$ cat src/rtl/cache_line_ctrl.sv
// cache_line_ctrl: control FSM for a direct-mapped, write-back, write-allocate
// data cache. It sequences compare, dirty-line write-back, line fill and the
// write-miss merge against a stall-aware, in-order memory interface.
//
// The line length is set by WORDS (a power of two, at least 2).
// Defining CACHE_CTRL_STATS_EN adds the hit_cnt/miss_cnt statistics ports.
//
// Outputs are decoded from registered state and counters. The decode also
// looks at the same-cycle hit/valid and mem_rd_vld inputs, because both the
// hit 'done' and the fill write have to happen in the cycle of the event.
module cache_line_ctrl #(
    parameter int WORDS = 4,
    localparam int OFF_W = $clog2(WORDS)
) (
    input  logic             clk,
    input  logic             rst,
    input  logic             req_rd,
    input  logic             req_wr,
    input  logic             hit,
    input  logic             valid,
    input  logic             dirty,
    input  logic             mem_stall,
    input  logic             mem_rd_vld,
    output logic             ready,
    output logic             done,
    output logic             hit_out,
    output logic             cache_en,
    output logic             cache_comp,
    output logic             cache_write,
    output logic             cache_valid_in,
    output logic             sel_fill,
    output logic             sel_wb_tag,
    output logic [OFF_W-1:0] cache_off,
    output logic             mem_rd,
    output logic             mem_wr,
    output logic [OFF_W-1:0] mem_off
`ifdef CACHE_CTRL_STATS_EN
    ,
    output logic [15:0]      hit_cnt,
    output logic [15:0]      miss_cnt
`endif
);

    typedef enum logic [2:0] {
        S_IDLE,
        S_COMPARE,
        S_WB,
        S_FILL,
        S_WMISS
    } state_t;

    // Counters carry one extra bit so "all WORDS words issued" is representable.
    localparam logic [OFF_W:0] CNT_ONE  = (OFF_W+1)'(1);
    localparam logic [OFF_W:0] CNT_LAST = (OFF_W+1)'(WORDS - 1);
    localparam logic [OFF_W:0] CNT_FULL = (OFF_W+1)'(WORDS);

    state_t         state_reg;
    logic           is_wr_reg;
    logic           first_reg;
    logic           hit_out_reg;
    logic [OFF_W:0] iss_cnt_reg;
    logic [OFF_W:0] ret_cnt_reg;

`ifdef CACHE_CTRL_STATS_EN
    logic [15:0]    hit_cnt_reg;
    logic [15:0]    miss_cnt_reg;
    assign hit_cnt  = hit_cnt_reg;
    assign miss_cnt = miss_cnt_reg;
`endif

    logic lookup_hit;
    logic iss_pending;
    logic ret_take;

    assign lookup_hit  = hit & valid;
    assign iss_pending = (iss_cnt_reg < CNT_FULL);
    // Returns beyond the last word of the line are dropped.
    assign ret_take    = (state_reg == S_FILL) && mem_rd_vld && (ret_cnt_reg < CNT_FULL);

    // A first-compare hit is reported in its own cycle and then held until
    // the next request is accepted.
    assign hit_out = hit_out_reg | ((state_reg == S_COMPARE) & lookup_hit & first_reg);

    // State, issue/return counters, request flags and statistics.
    always_ff @(posedge clk or negedge rst) begin
        if (!rst) begin
            state_reg    <= S_IDLE;
            is_wr_reg    <= 1'b0;
            first_reg    <= 1'b0;
            hit_out_reg  <= 1'b0;
            iss_cnt_reg  <= '0;
            ret_cnt_reg  <= '0;
`ifdef CACHE_CTRL_STATS_EN
            hit_cnt_reg  <= '0;
            miss_cnt_reg <= '0;
`endif
        end else begin
            unique case (state_reg)
                S_IDLE: begin
                    if (req_rd || req_wr) begin
                        is_wr_reg   <= req_wr;
                        first_reg   <= 1'b1;
                        hit_out_reg <= 1'b0;
                        state_reg   <= S_COMPARE;
                    end
                end
                S_COMPARE: begin
                    first_reg <= 1'b0;
                    if (lookup_hit) begin
                        hit_out_reg <= first_reg;
                        state_reg   <= S_IDLE;
                    end else if (valid && dirty) begin
                        iss_cnt_reg <= '0;
                        ret_cnt_reg <= '0;
                        state_reg   <= S_WB;
                    end else begin
                        iss_cnt_reg <= '0;
                        ret_cnt_reg <= '0;
                        state_reg   <= S_FILL;
                    end
                end
                S_WB: begin
                    // The offset only advances once memory accepts the word.
                    if (!mem_stall) begin
                        if (iss_cnt_reg == CNT_LAST) begin
                            iss_cnt_reg <= '0;
                            ret_cnt_reg <= '0;
                            state_reg   <= S_FILL;
                        end else begin
                            iss_cnt_reg <= iss_cnt_reg + CNT_ONE;
                        end
                    end
                end
                S_FILL: begin
                    // Issue and return progress independently; they may coincide.
                    if (iss_pending && !mem_stall) begin
                        iss_cnt_reg <= iss_cnt_reg + CNT_ONE;
                    end
                    if (ret_take) begin
                        ret_cnt_reg <= ret_cnt_reg + CNT_ONE;
                        if (ret_cnt_reg == CNT_LAST) begin
                            state_reg <= is_wr_reg ? S_WMISS : S_COMPARE;
                        end
                    end
                end
                S_WMISS: begin
                    state_reg <= S_COMPARE;
                end
                default: begin
                    state_reg <= S_IDLE;
                end
            endcase

`ifdef CACHE_CTRL_STATS_EN
            // Only the first compare of a request is classified as hit or miss.
            if (state_reg == S_COMPARE && first_reg) begin
                if (lookup_hit) begin
                    if (hit_cnt_reg != 16'hFFFF) begin
                        hit_cnt_reg <= hit_cnt_reg + 16'd1;
                    end
                end else begin
                    if (miss_cnt_reg != 16'hFFFF) begin
                        miss_cnt_reg <= miss_cnt_reg + 16'd1;
                    end
                end
            end
`endif
        end
    end

    // Output decode for the cache array and memory sides.
    always_comb begin
        ready          = 1'b0;
        done           = 1'b0;
        cache_en       = 1'b0;
        cache_comp     = 1'b0;
        cache_write    = 1'b0;
        cache_valid_in = 1'b0;
        sel_fill       = 1'b0;
        sel_wb_tag     = 1'b0;
        cache_off      = '0;
        mem_rd         = 1'b0;
        mem_wr         = 1'b0;
        mem_off        = '0;
        unique case (state_reg)
            S_IDLE: begin
                ready = 1'b1;
            end
            S_COMPARE: begin
                cache_en       = 1'b1;
                cache_comp     = 1'b1;
                cache_write    = is_wr_reg;
                cache_valid_in = is_wr_reg;
                done           = lookup_hit;
            end
            S_WB: begin
                cache_en   = 1'b1;
                sel_wb_tag = 1'b1;
                mem_wr     = 1'b1;
                cache_off  = iss_cnt_reg[OFF_W-1:0];
                mem_off    = iss_cnt_reg[OFF_W-1:0];
            end
            S_FILL: begin
                mem_rd  = iss_pending;
                mem_off = iss_cnt_reg[OFF_W-1:0];
                if (ret_take) begin
                    cache_en       = 1'b1;
                    cache_write    = 1'b1;
                    cache_valid_in = 1'b1;
                    sel_fill       = 1'b1;
                    cache_off      = ret_cnt_reg[OFF_W-1:0];
                end
            end
            S_WMISS: begin
                // CPU word merged into the freshly filled line; marks it dirty.
                cache_en       = 1'b1;
                cache_comp     = 1'b1;
                cache_write    = 1'b1;
                cache_valid_in = 1'b1;
            end
            default: begin
            end
        endcase
    end

endmodule

$ cat config.mk
export PLATFORM = sky130hd
export DESIGN_NAME = cache_line_ctrl
export DESIGN_NICKNAME = d
export VERILOG_FILES = /design/src/rtl/cache_line_ctrl.sv
export SDC_FILE = /design/constraint.sdc
export NUM_CORES = 1
export LEC_CHECK = 0
export ABC_AREA = 0
export CAP_MARGIN = 10
export CORE_MARGIN = 2
export CORE_UTILIZATION = 40
export CTS_BUF_LIST = sky130_fd_sc_hd__clkbuf_16
export DETAILED_ROUTE_END_ITERATION = 7
export PLACE_DENSITY = 0.8
export SYNTH_ARGS = -nofsm -noshare
export SYNTH_HDL_FRONTEND = slang
export SYNTH_SLANG_ARGS = --single-unit
$ cat constraint.sdc
create_clock -name clk -period 2.9 [get_ports clk]
set_input_delay 0.58 -clock clk [delete_from_list [all_inputs] [get_ports clk]]
set_output_delay 0.58 -clock clk [all_outputs]
set_load 0.01 [all_outputs]
== Word-level counts from Yosys, hierarchy flattened ==
Index checks and enable logic that the tools add are counted.
Storage, ports and cells
  output and inout bits: 15
  bits in registers: 12
  input port bits: 9
  logic and storage cells: 81
Operators by class
  mux-type cells: 35
  order comparisons: 2
  add/sub/neg operators: 2
  bitwise operators: 4
  reductions and logical operators: 18
  equality and inequality tests: 14
Operators with widths (count)
  $mux 3: 13
  $pmux 3 s3: 2
  $pmux 3 s5: 1
  $eq 3x2->1 const B: 4
  $ne 2x2->1 const B: 6
  $mux 1: 11
  $reduce_and 5->1: 2
  $add 3x1->3 const B: 2
  $lt 3x3->1 const B: 2
  $mux 2: 3
  $pmux 1 s2: 3
  $logic_and 1x1->1: 4
  $ne 2x1->1 const B: 2
  $pmux 2 s2: 1
  $reduce_and 2->1: 2
  $reduce_and 4->1: 1
  $reduce_or 2->1: 2
  $and 1x1->1: 3
  $eq 3x1->1 const B: 1
  $eq 3x3->1 const B: 1
  $logic_not 3->1: 1
  $pmux 1 s3: 1
  $reduce_and 3->1: 1
  $reduce_bool 3->1: 1
  5 further kinds: 5

== Depth between registers and ports, before layout ==
Gate-level depths: netlist of run 1.
  depth after elaboration: 5
  mapped depth: 7

== Worst setup path before layout of run 1 ==
Ideal clock, no wire load.
  path type: flip-flop to output port
  start point: reg, netlist name iss_cnt_reg[0]
  end point: out cache_write
  cell stages (with the launch flop): 8
  data required time: 2.320 ns
  slack: 0.651 ns
  arrival time: 1.669 ns
  path through: dfrtp_1 -> ha_1 -> ha_1 -> nand2b_1 -> a311oi_2 -> nand3_2 -> o21ai_0 -> buf_4
RTL lines
  end: declaration: RTL line 29  | output logic cache_write,

== Worst setup path in the final report of run 1 ==
  start point: in mem_rd_vld
  end point: out cache_off[1]
Between the ends
  word-level cells in the longest chain between the ends: 4
RTL lines
  start: declaration: RTL line 23  | input logic mem_rd_vld,
  $logic_and 1x1->1 (2 in series): RTL line 78  | assign ret_take = (state_reg == S_FILL) && mem_rd_vld && (ret_cnt_reg < CNT_FULL);
  $mux 2: RTL line 206  | if (ret_take) begin
  $pmux 2 s2: RTL line 185  | unique case (state_reg)
  end: declaration: RTL line 33  | output logic [OFF_W-1:0] cache_off,
Every way passes these cells.

==> flow_metrics.tcl, run 1 <==
set metrics [dict create \
    clockBufferDepth 2 \
    path_class "input pin to output port" \
    die_area_mm2 0.00251 \
    clkTransAtPathRegs_ns 0.05 \
    fmax_ghz 0.357 \
    synthXorXnorAreaFrac 0 \
    layout-drive-gt1-share 0.127 \
    synth.area.top_cells "dfrtp_1 35%, ha_1 7.4%, a22o_1 6.2%" \
    cts.sinks 12 \
    pre_cts_ws_ns -0.0982 \
    async_flop_share 1.00 \
    slew_violations 0 \
    avgRoutedWirePerCell_um 13.5 \
    fin_cells 153 \
    synth_fa_ha_area_frac 0.0735 \
    hold_class "register to register" \
    grt_use_total 0.186 \
    min_period_ns 2.80 \
    drtPass1Iterations 4 \
    drc 0 \
    relSlewSlack 0.620 \
    core_mm2 0.00198 \
    synth.avg_cell_area_um2 8.86 \
    busiest_layer "met2" \
    clk_latency_ns 0.24 \
    yosysTopAreaCell "dfrtp_1" \
    cts_tree "built" \
    io_buffers 23 \
    start_util 0.429 \
    die_w_um 50.1 \
    tightest_slew_ns 0.568 \
    grt_overflow 0 \
    crit_fanout 3 \
    grt_start_max_net_pins 19 \
    critPathMaxStageDelay_ns 0.46 \
    cts-htree-levels 1 \
    yosys_most_used_dff "dfrtp_1" \
    fin_crit_sh 0.965 \
    num_antenna_cells 0 \
    detail_route.vias_per_cell 5.38 \
    ant_nets 0 \
    grt_pass1_vias 807 \
    status "complete, no violations" \
    ys_seq_elements 12 \
    num_rows 16 \
    synthCells 96 \
    hold_violations 0 \
    antenna_found_initial 0 \
    synth_edf_count 0 \
    grt_use_met3 0.0333 \
    ir_drop_mv 0.578 \
    syn_area_um2 851 \
    synth_compound_area_frac 0.206 \
    clk_root_buffer_cell "clkbuf_16" \
    worstPathArrival_ns 2.22 \
    drtIter0Drc 36 \
    ys_types 33 \
    yosysSeqAreaShare 0.353 \
    drt-total-wl_um 2070 \
    rsz0062_at_grt "no" \
    yosys.area.top_type_share 0.353 \
    die_h_um 50.1 \
    pin_count 24 \
    muxShareOfSynthArea 0.0368 \
    vias 823 \
    setup_slack_ns 0.101 \
    power_density_mw_per_mm2 1100 \
    finalSetupViolCount 0 \
    maxCapViolCount 0 \
    path_cells "clkdlybuf4s50_1 -> nand3b_1 -> a311oi_2 -> nand3_2 -> buf_4 -> o21ai_0 -> dlygate4sd2_1" \
    leakage_nw 0.564 \
    finalSetupTns_ns 0 \
    finClkSkew_ns 0.00327 \
    start_kind "input pin" \
    dpl.cell_count 147 \
    crit_buf_inv 3 \
    critPathTopFamily "buffers and inverters" \
    crit_slowest_cell "clkdlybuf4s50_1" \
    cts_made_buffers 3 \
    grt_pass1_wl_um 3550 \
    required_ns 2.32 \
    synthTopCellsByCount "12 x dfrtp_1, 9 x nand2_1, 9 x o21ai_0" \
    end_kind "output port" \
    synth_top_family_by_area "simple AND/OR/NAND/NOR gates" \
    synthSimpleGateAreaFrac 0.253 \
    met2_usage 0.289 \
    grt_use_met1 0.243 \
    dp_hpwl_um 1500 \
    synth_warnings 0 \
    synthToLayoutAreaGrowth_pct 43.1 \
    synth.most_common_cell "dfrtp_1" \
    syn_nets 110 \
    final_cell_area_mm2 0.00122 \
    place_area_mm2 0.00113 \
    finalNetCount 141 \
    gp_congestion 0.854 \
]
==> worst paths after layout <==
| check | start | end | slack (ns) | depth (start not counted) |
|---|---|---|---|---|
| worst max-delay path | mem_rd_vld | cache_off[1] | 0.10 | 7 |
| worst min-delay path | first_reg | first_reg | 0.51 | 2 |
| worst max register to register | state_reg[0] | state_reg[0] | 0.93 | 5 |
| worst min register to register | first_reg | first_reg | 0.51 | 2 |
| max in group asynchronous | rst | iss_cnt_reg[2] | 1.82 | 1 |
| min in group asynchronous | rst | hit_out_reg | 0.70 | 1 |
==> logic make-up (layout without fill, tap and decap cells) <==
| group | Yosys count | after routing |
|---|---|---|
| buffers and inverters | 13 | 43 |
| AND/OR/NAND/NOR | 38 | 38 |
| multiplexers | 3 | 3 |
| adder cells (fa/ha/maj) | 5 | 5 |
| AO/OA/AOI/OAI | 25 | 25 |
| flip-flops | 12 | 12 |
==> final cells by class <==
cell class,count,area [um2]
clock inverters,1,3.75
flip-flops and latches,12,300
well taps,27,33.8
clock buffers,3,75.1
repair buffers,32,294
fillers,155,764
inverters,7,26.3
multi-input cells,71,484
==> where the power goes <==
group / internal [mW] / leakage (nW) / switching, mW / total (mW)
sequential: 0.235 / 0.154 / 0.0566 / 0.291
clock: 0.182 / 0.0385 / 0.0750 / 0.257
combinational: 0.410 / 0.371 / 0.381 / 0.791
==> worst min-delay path, delay by kind of cell, from the launching register on <==
kind,cells,cell delay [ns]
flops,1,0.34
simple gates,2,0.13
==> per-layer routing <==
| metal | wire (um) | share of wire |
|---|---|---|
| met1 | 988 | 0.48 |
| met2 | 947 | 0.46 |
| met3 | 114 | 0.055 |
| met4 | 21 | 0.010 |
| met5 | 0 | 0 |
==> layout by cell type (no fill, tap or decap), types with 4 or more instances in the layout <==
| master | n |
|---|---|
| o21ai_0 | 9 |
| nor2b_1 | 5 |
| clkdlybuf4s50_1 | 17 |
| a21oi_1 | 4 |
| inv_1 | 6 |
| a22o_1 | 6 |
| nand2_1 | 9 |
| dfrtp_1 | 12 |
| buf_4 | 9 |
| nand2b_1 | 4 |
| dlygate4sd2_1 | 5 |
| nor2_1 | 4 |
| ha_1 | 5 |
==> what timing repair did <==
item,CTS,global route
hold endpoints to repair,0,0
resized for setup,6,1
hold buffers,0,0
setup buffers,2,0
setup endpoints to repair,6,1
pin swaps,2,2
==> stage by stage <==
| stage | total power, mW | hold WS, ns | utilization |
|---|---|---|---|
| floorplan | 0.765 | 0.284 | - |
| global route | 1.44 | 0.552 | 0.614 |
| detailed placement | 1.09 | 0.505 | 0.569 |
| finish | 1.34 | 0.514 | 0.614 |
| global placement | 1.08 | 0.489 | 0.569 |
| CTS | 1.34 | 0.518 | 0.613 |
No activity file was read; power rests on OpenSTA's default activity.
==> run 2, diff against run 1 <==
--- a/config.mk
+++ b/config.mk
@@ -12,6 +12,8 @@
 export CTS_BUF_LIST = sky130_fd_sc_hd__clkbuf_16
 export DETAILED_ROUTE_END_ITERATION = 7
 export PLACE_DENSITY = 0.8
+export REMOVE_ABC_BUFFERS = 1
+export SKIP_LAST_GASP = 1
 export SYNTH_ARGS = -nofsm -noshare
 export SYNTH_HDL_FRONTEND = slang
 export SYNTH_SLANG_ARGS = --single-unit
==> run 2 against run 1 <==
- combinational power down 3.5%
- wire length increased by 7.8%
- first-iteration DRC count shrank 53%
- die area unchanged
- clock skew increased by 0.00074 ns
- power hardly changed
- maximum frequency increased by 1.2%
- largest power group unchanged
- utilization shrank 0.32 points
- via count shrank 0.24%
- sequential share of layout area grew 0.23 points
- non-clock buffer count unchanged
- hold slack lost 0.018 ns
==> flow_metrics.tcl, run 2 (synthesized netlist as in run 1, its figures left out) <==
set metrics [dict create \
    die_area_mm2 0.00251 \
    path_cells "clkdlybuf4s50_1 -> nand3b_1 -> a311oi_2 -> nand3_2 -> buf_4 -> o21ai_0 -> clkbuf_2" \
    synthToLayoutAreaGrowth_pct 42.4 \
    cts_tree "built" \
    finalSetupViolCount 0 \
    relSlewSlack 0.623 \
    detail_route.vias_per_cell 5.37 \
    drc 0 \
    setup_slack_ns 0.134 \
    crit_slowest_cell "clkdlybuf4s50_1" \
    crit_fanout 3 \
    critPathMaxStageDelay_ns 0.46 \
    vias 821 \
    drtIter0Drc 17 \
    die_h_um 50.1 \
    clkTransAtPathRegs_ns 0.04 \
    slew_violations 0 \
    tightest_slew_ns 0.564 \
    final_util 0.611 \
    final_common_cell "clkdlybuf4s50_1" \
    start_kind "input pin" \
    grt_use_total 0.199 \
    core_mm2 0.00198 \
    die_w_um 50.1 \
    path_class "input pin to output port" \
    num_rows 16 \
    avgRoutedWirePerCell_um 14.6 \
    layout-drive-gt1-share 0.143 \
    start_util 0.429 \
    worstPathArrival_ns 2.19 \
    finClkSkew_ns 0.00401 \
    drtPass1Iterations 4 \
    end_kind "output port" \
    ant_nets 0 \
    ir_drop_mv 0.646 \
    cts-htree-levels 1 \
    rsz0062_at_grt "no" \
    maxCapViolCount 0 \
    num_antenna_cells 0 \
    critPathTopFamily "buffers and inverters" \
    cts_made_buffers 3 \
    crit_buf_inv 3 \
    hold_violations 0 \
    min_period_ns 2.77 \
    grt_pass1_wl_um 3730 \
    antenna_found_initial 0 \
    dp_hpwl_um 1640 \
    clockBufferDepth 2 \
    pin_count 24 \
    status "complete, no violations" \
    required_ns 2.32 \
    fmax_ghz 0.362 \
    io_buffers 23 \
    power_density_mw_per_mm2 1110 \
    fin_crit_sh 0.954 \
    grt_pass1_vias 810 \
    drt-total-wl_um 2230 \
    clk_latency_ns 0.24 \
    mostFrequentLayoutCells "17 x clkdlybuf4s50_1, 11 x dfrtp_1, 9 x o21ai_0, 9 x nand2_1, 9 x buf_4" \
    grt_overflow 0 \
    grt_start_max_net_pins 14 \
    hold_class "register to register" \
    cts.sinks 12 \
    gp_congestion 0.854 \
    leakage_nw 0.547 \
    pre_cts_ws_ns -0.156 \
    clk_root_buffer_cell "clkbuf_16" \
    finalNetCount 141 \
]
## run 2: cell count changes in the layout (fill, tap and decap cells not counted), sizes merged
cell          previous run  this run
dlymetal6s2s             1         0
clkbuf                   3         4
## run 2: power breakdown
part	switching (mW)	internal, mW
clock network	0.0706	0.181
registers	0.0873	0.236
logic	0.360	0.404
total	0.517	0.821
## run 2: final timing paths
path | startpoint | end | slack (ns) | cells past startpoint
min | first_reg | hit_out_reg | 0.50 | 2
max reg2reg | iss_cnt_reg[0] | ret_cnt_reg[0] | 0.86 | 8
min reg2reg | first_reg | hit_out_reg | 0.50 | 2
max in group asynchronous | rst | state_reg[0] | 1.78 | 1
max | mem_rd_vld | cache_off[1] | 0.13 | 7
min in group asynchronous | rst | ret_cnt_reg[2] | 0.71 | 1
## run 2: per-layer routing
metal	share of wire	GRT usage	vias up
met4	0.021	0.0833	0
met5	0	0	-
met1	0.41	0.232	391
met3	0.043	0.0485	6
met2	0.52	0.342	22
li1	-	-	402
## run 2: final cells by class
cell class	instances	area, um2
well taps	27	33.8
inverters	7	26.3
flip-flops and latches	12	302
fillers	171	771
clock buffers	3	75.1
repair buffers	32	287
multi-input cells	71	484
clock inverters	1	3.75
## run 2: per-stage QoR
stage | setup TNS (ns) | power [mW] | hold WS [ns] | std cells | area, um2
floorplan | 0 | 0.716 | 0.284 | 90 | 811
global placement | -0.125 | 1.07 | 0.482 | 147 | 1130
detailed placement | -0.552 | 1.09 | 0.492 | 147 | 1130
CTS | -0.00494 | 1.34 | 0.502 | 153 | 1210
global route | 0 | 1.43 | 0.537 | 153 | 1210
finish | 0 | 1.34 | 0.496 | 153 | 1210
## run 2: worst reg2reg max path, stage by stage, from the launching register on
cell and delay, ns:
dfrtp_1 0.42, ha_1 0.22, ha_1 0.16, nand2b_1 0.08, a311oi_2 0.33, buf_4 0.16, buf_4 0.12, a21boi_1 0.29
mux2i_1 0.12
## run 2: timing repair
action	4_1_cts	5_1_grt
pin swaps	2	1
buffers inserted	2	0
hold endpoints to repair	0	0
cloned	0	0
resized for setup	7	4
hold buffers	0	0
endpoints found under the setup margin	6	2
==> run 3, diff against run 2 <==
--- a/config.mk
+++ b/config.mk
@@ -8,11 +8,12 @@
 export ABC_AREA = 0
 export CAP_MARGIN = 10
 export CORE_MARGIN = 2
-export CORE_UTILIZATION = 40
+export CORE_UTILIZATION = 50
 export CTS_BUF_LIST = sky130_fd_sc_hd__clkbuf_16
 export DETAILED_ROUTE_END_ITERATION = 7
-export PLACE_DENSITY = 0.8
+export PLACE_DENSITY = 0.94
 export REMOVE_ABC_BUFFERS = 1
+export SKIP_CTS_REPAIR_TIMING = 1
 export SKIP_LAST_GASP = 1
 export SYNTH_ARGS = -nofsm -noshare
 export SYNTH_HDL_FRONTEND = slang
==> run 3 against run 2 <==
- the flow now finishes with violations (setup timing)
- combinational power is 12% higher
- sequential share of layout area is 0.91 points lower
- utilization grew 20 points
- cell area rose by 4.2%
- first-iteration DRC count did not move
- global-route usage grew 6.3 points
- power rose by 6.4%
- die area shrank 18%
- wire length grew 10%
- non-clock buffer count up 5
==> flow_metrics.tcl, run 3 (synthesized netlist as in run 1, its figures left out) <==
set metrics [dict create \
    grt_overflow 0 \
    reg2regPathDepth 5 \
    relSlewSlack 0.623 \
    dpl.cell_count 136 \
    num_antenna_cells 0 \
    switchingPower_uw 553 \
    tightest_slew_ns 0.563 \
    drtPass1Iterations 4 \
    grt_start_max_net_pins 19 \
    top_layer "met4" \
    drc 0 \
    min_period_ns 2.94 \
    path_class "register to output port" \
    hold_class "register to register" \
    io_buffers 23 \
    power_density_mw_per_mm2 1130 \
    ant_nets 0 \
    status "finished, violations left" \
    fmax_ghz 0.340 \
    worstPathArrival_ns 2.36 \
    dp_hpwl_um 1670 \
    clk_latency_ns 0.25 \
    drt-total-wl_um 2460 \
    antenna_found_initial 0 \
    maxCapViolCount 0 \
    end_kind "output port" \
    start_util 0.546 \
    clk_root_buffer_cell "clkbuf_16" \
    met1_length_um 1010 \
    drtIter0Drc 17 \
    num_rows 14 \
    synthToLayoutAreaGrowth_pct 48.4 \
    pre_cts_ws_ns -0.123 \
    place_area_mm2 0.00111 \
    core_mm2 0.00156 \
    routed-wl-met2_um 1240 \
    whs_path_depth 2 \
    leakage_nw 0.637 \
    p_seq_frac 0.220 \
    final_common_cell "clkdlybuf4s50_1" \
    pin_count 24 \
    grt_pass1_vias 826 \
    critPathTopFamily "simple AND/OR/NAND/NOR gates" \
    p_int_uw 872 \
    grt_use_total 0.262 \
    detail_route.vias_per_cell 5.94 \
    crit_fanout 4 \
    rsz0062_at_grt "yes" \
    path_cells "ha_1 -> ha_1 -> nand2b_1 -> a311oi_2 -> nand3_2 -> buf_4 -> inv_2 -> buf_4 -> or3_1 -> dlymetal6s2s_1" \
    fin_cells 147 \
    ir_drop_mv 0.790 \
    finalSetupViolCount 2 \
    die_h_um 45.3 \
    hold_violations 0 \
    clkTransAtPathRegs_ns 0.05 \
    cts.sinks 12 \
    crit_slowest_cell "dfrtp_2" \
    final_cell_area_mm2 0.00126 \
    slew_violations 0 \
    crit_buf_inv 4 \
    start_kind "register" \
    avgRoutedWirePerCell_um 16.7 \
    layout-drive-gt1-share 0.176 \
    pwr-share-clk 0.180 \
    clockBufferDepth 2 \
    sw_frac_of_total 0.388 \
    grt_pass1_wl_um 3740 \
    violations "setup timing" \
    cts_tree "built" \
    setup_slack_ns -0.0378 \
    required_ns 2.32 \
    critPathMaxStageDelay_ns 0.43 \
    cts-htree-levels 1 \
    pwr-share-comb 0.600 \
    cp.depth 10 \
    gp_congestion 0.896 \
    mostFrequentLayoutCells "17 x clkdlybuf4s50_1, 14 x buf_4, 10 x dfrtp_1, 9 x nand2_1, 8 x o21ai_0" \
    holdWs_ns 0.516 \
    die_w_um 45.3 \
    vias 873 \
    finalNetCount 146 \
    route.met3.wl_um 156 \
    cts_made_buffers 3 \
    fin_crit_sh 1.01 \
    die_area_mm2 0.00205 \
    power_mw 1.42 \
    finClkSkew_ns 0.00646 \
]
[run 3: layer usage]
metal / GRT usage / up-vias
li1: - / 411
met1: 0.305 / 416
met2: 0.434 / 39
met3: 0.0800 / 7
met4: 0.129 / 0
met5: 0 / -
[run 3: tightest hold or removal path: stages (launching register included)]
cell and delay [ns]:
dfrtp_1 0.34, nor2_1 0.05, nor2_1 0.08
[run 3: power by group through the flow]
stage          clock network [mW]  registers (mW)  logic (mW)
6_report                    0.256           0.314       0.855
5_1_grt                     0.272           0.320       0.928
3_3_place_gp                    0           0.302       0.768
4_1_cts                     0.262           0.306       0.809
2_1_floorplan                   0           0.311       0.405
3_5_place_dp                    0           0.307       0.802
[run 3: final timing paths]
| check | slack (ns) | end | start |
|---|---|---|---|
| setup / recovery | -0.04 | cache_en | iss_cnt_reg[0] |
| hold / removal | 0.52 | first_reg | first_reg |
| setup reg to reg | 0.93 | state_reg[0] | state_reg[0] |
| hold reg to reg | 0.52 | first_reg | first_reg |
| max in group asynchronous | 1.80 | iss_cnt_reg[0] | rst |
| min in group asynchronous | 0.70 | is_wr_reg | rst |
[run 3: cell type report]
type | instances | area [um2]
multi-input cells | 71 | 484
repair buffers | 37 | 350
flip-flops and latches | 12 | 303
fillers | 99 | 297
clock buffers | 3 | 75.1
inverters | 7 | 26.3
well taps | 16 | 20.0
clock inverters | 1 | 3.75
[run 3: through the flow]
stage	setup TNS (ns)	utilization
floorplan	0	-
global placement	-0.268	0.714
detailed placement	-0.590	0.714
CTS	-0.666	0.765
global route	-0.187	0.810
finish	-0.0613	0.810
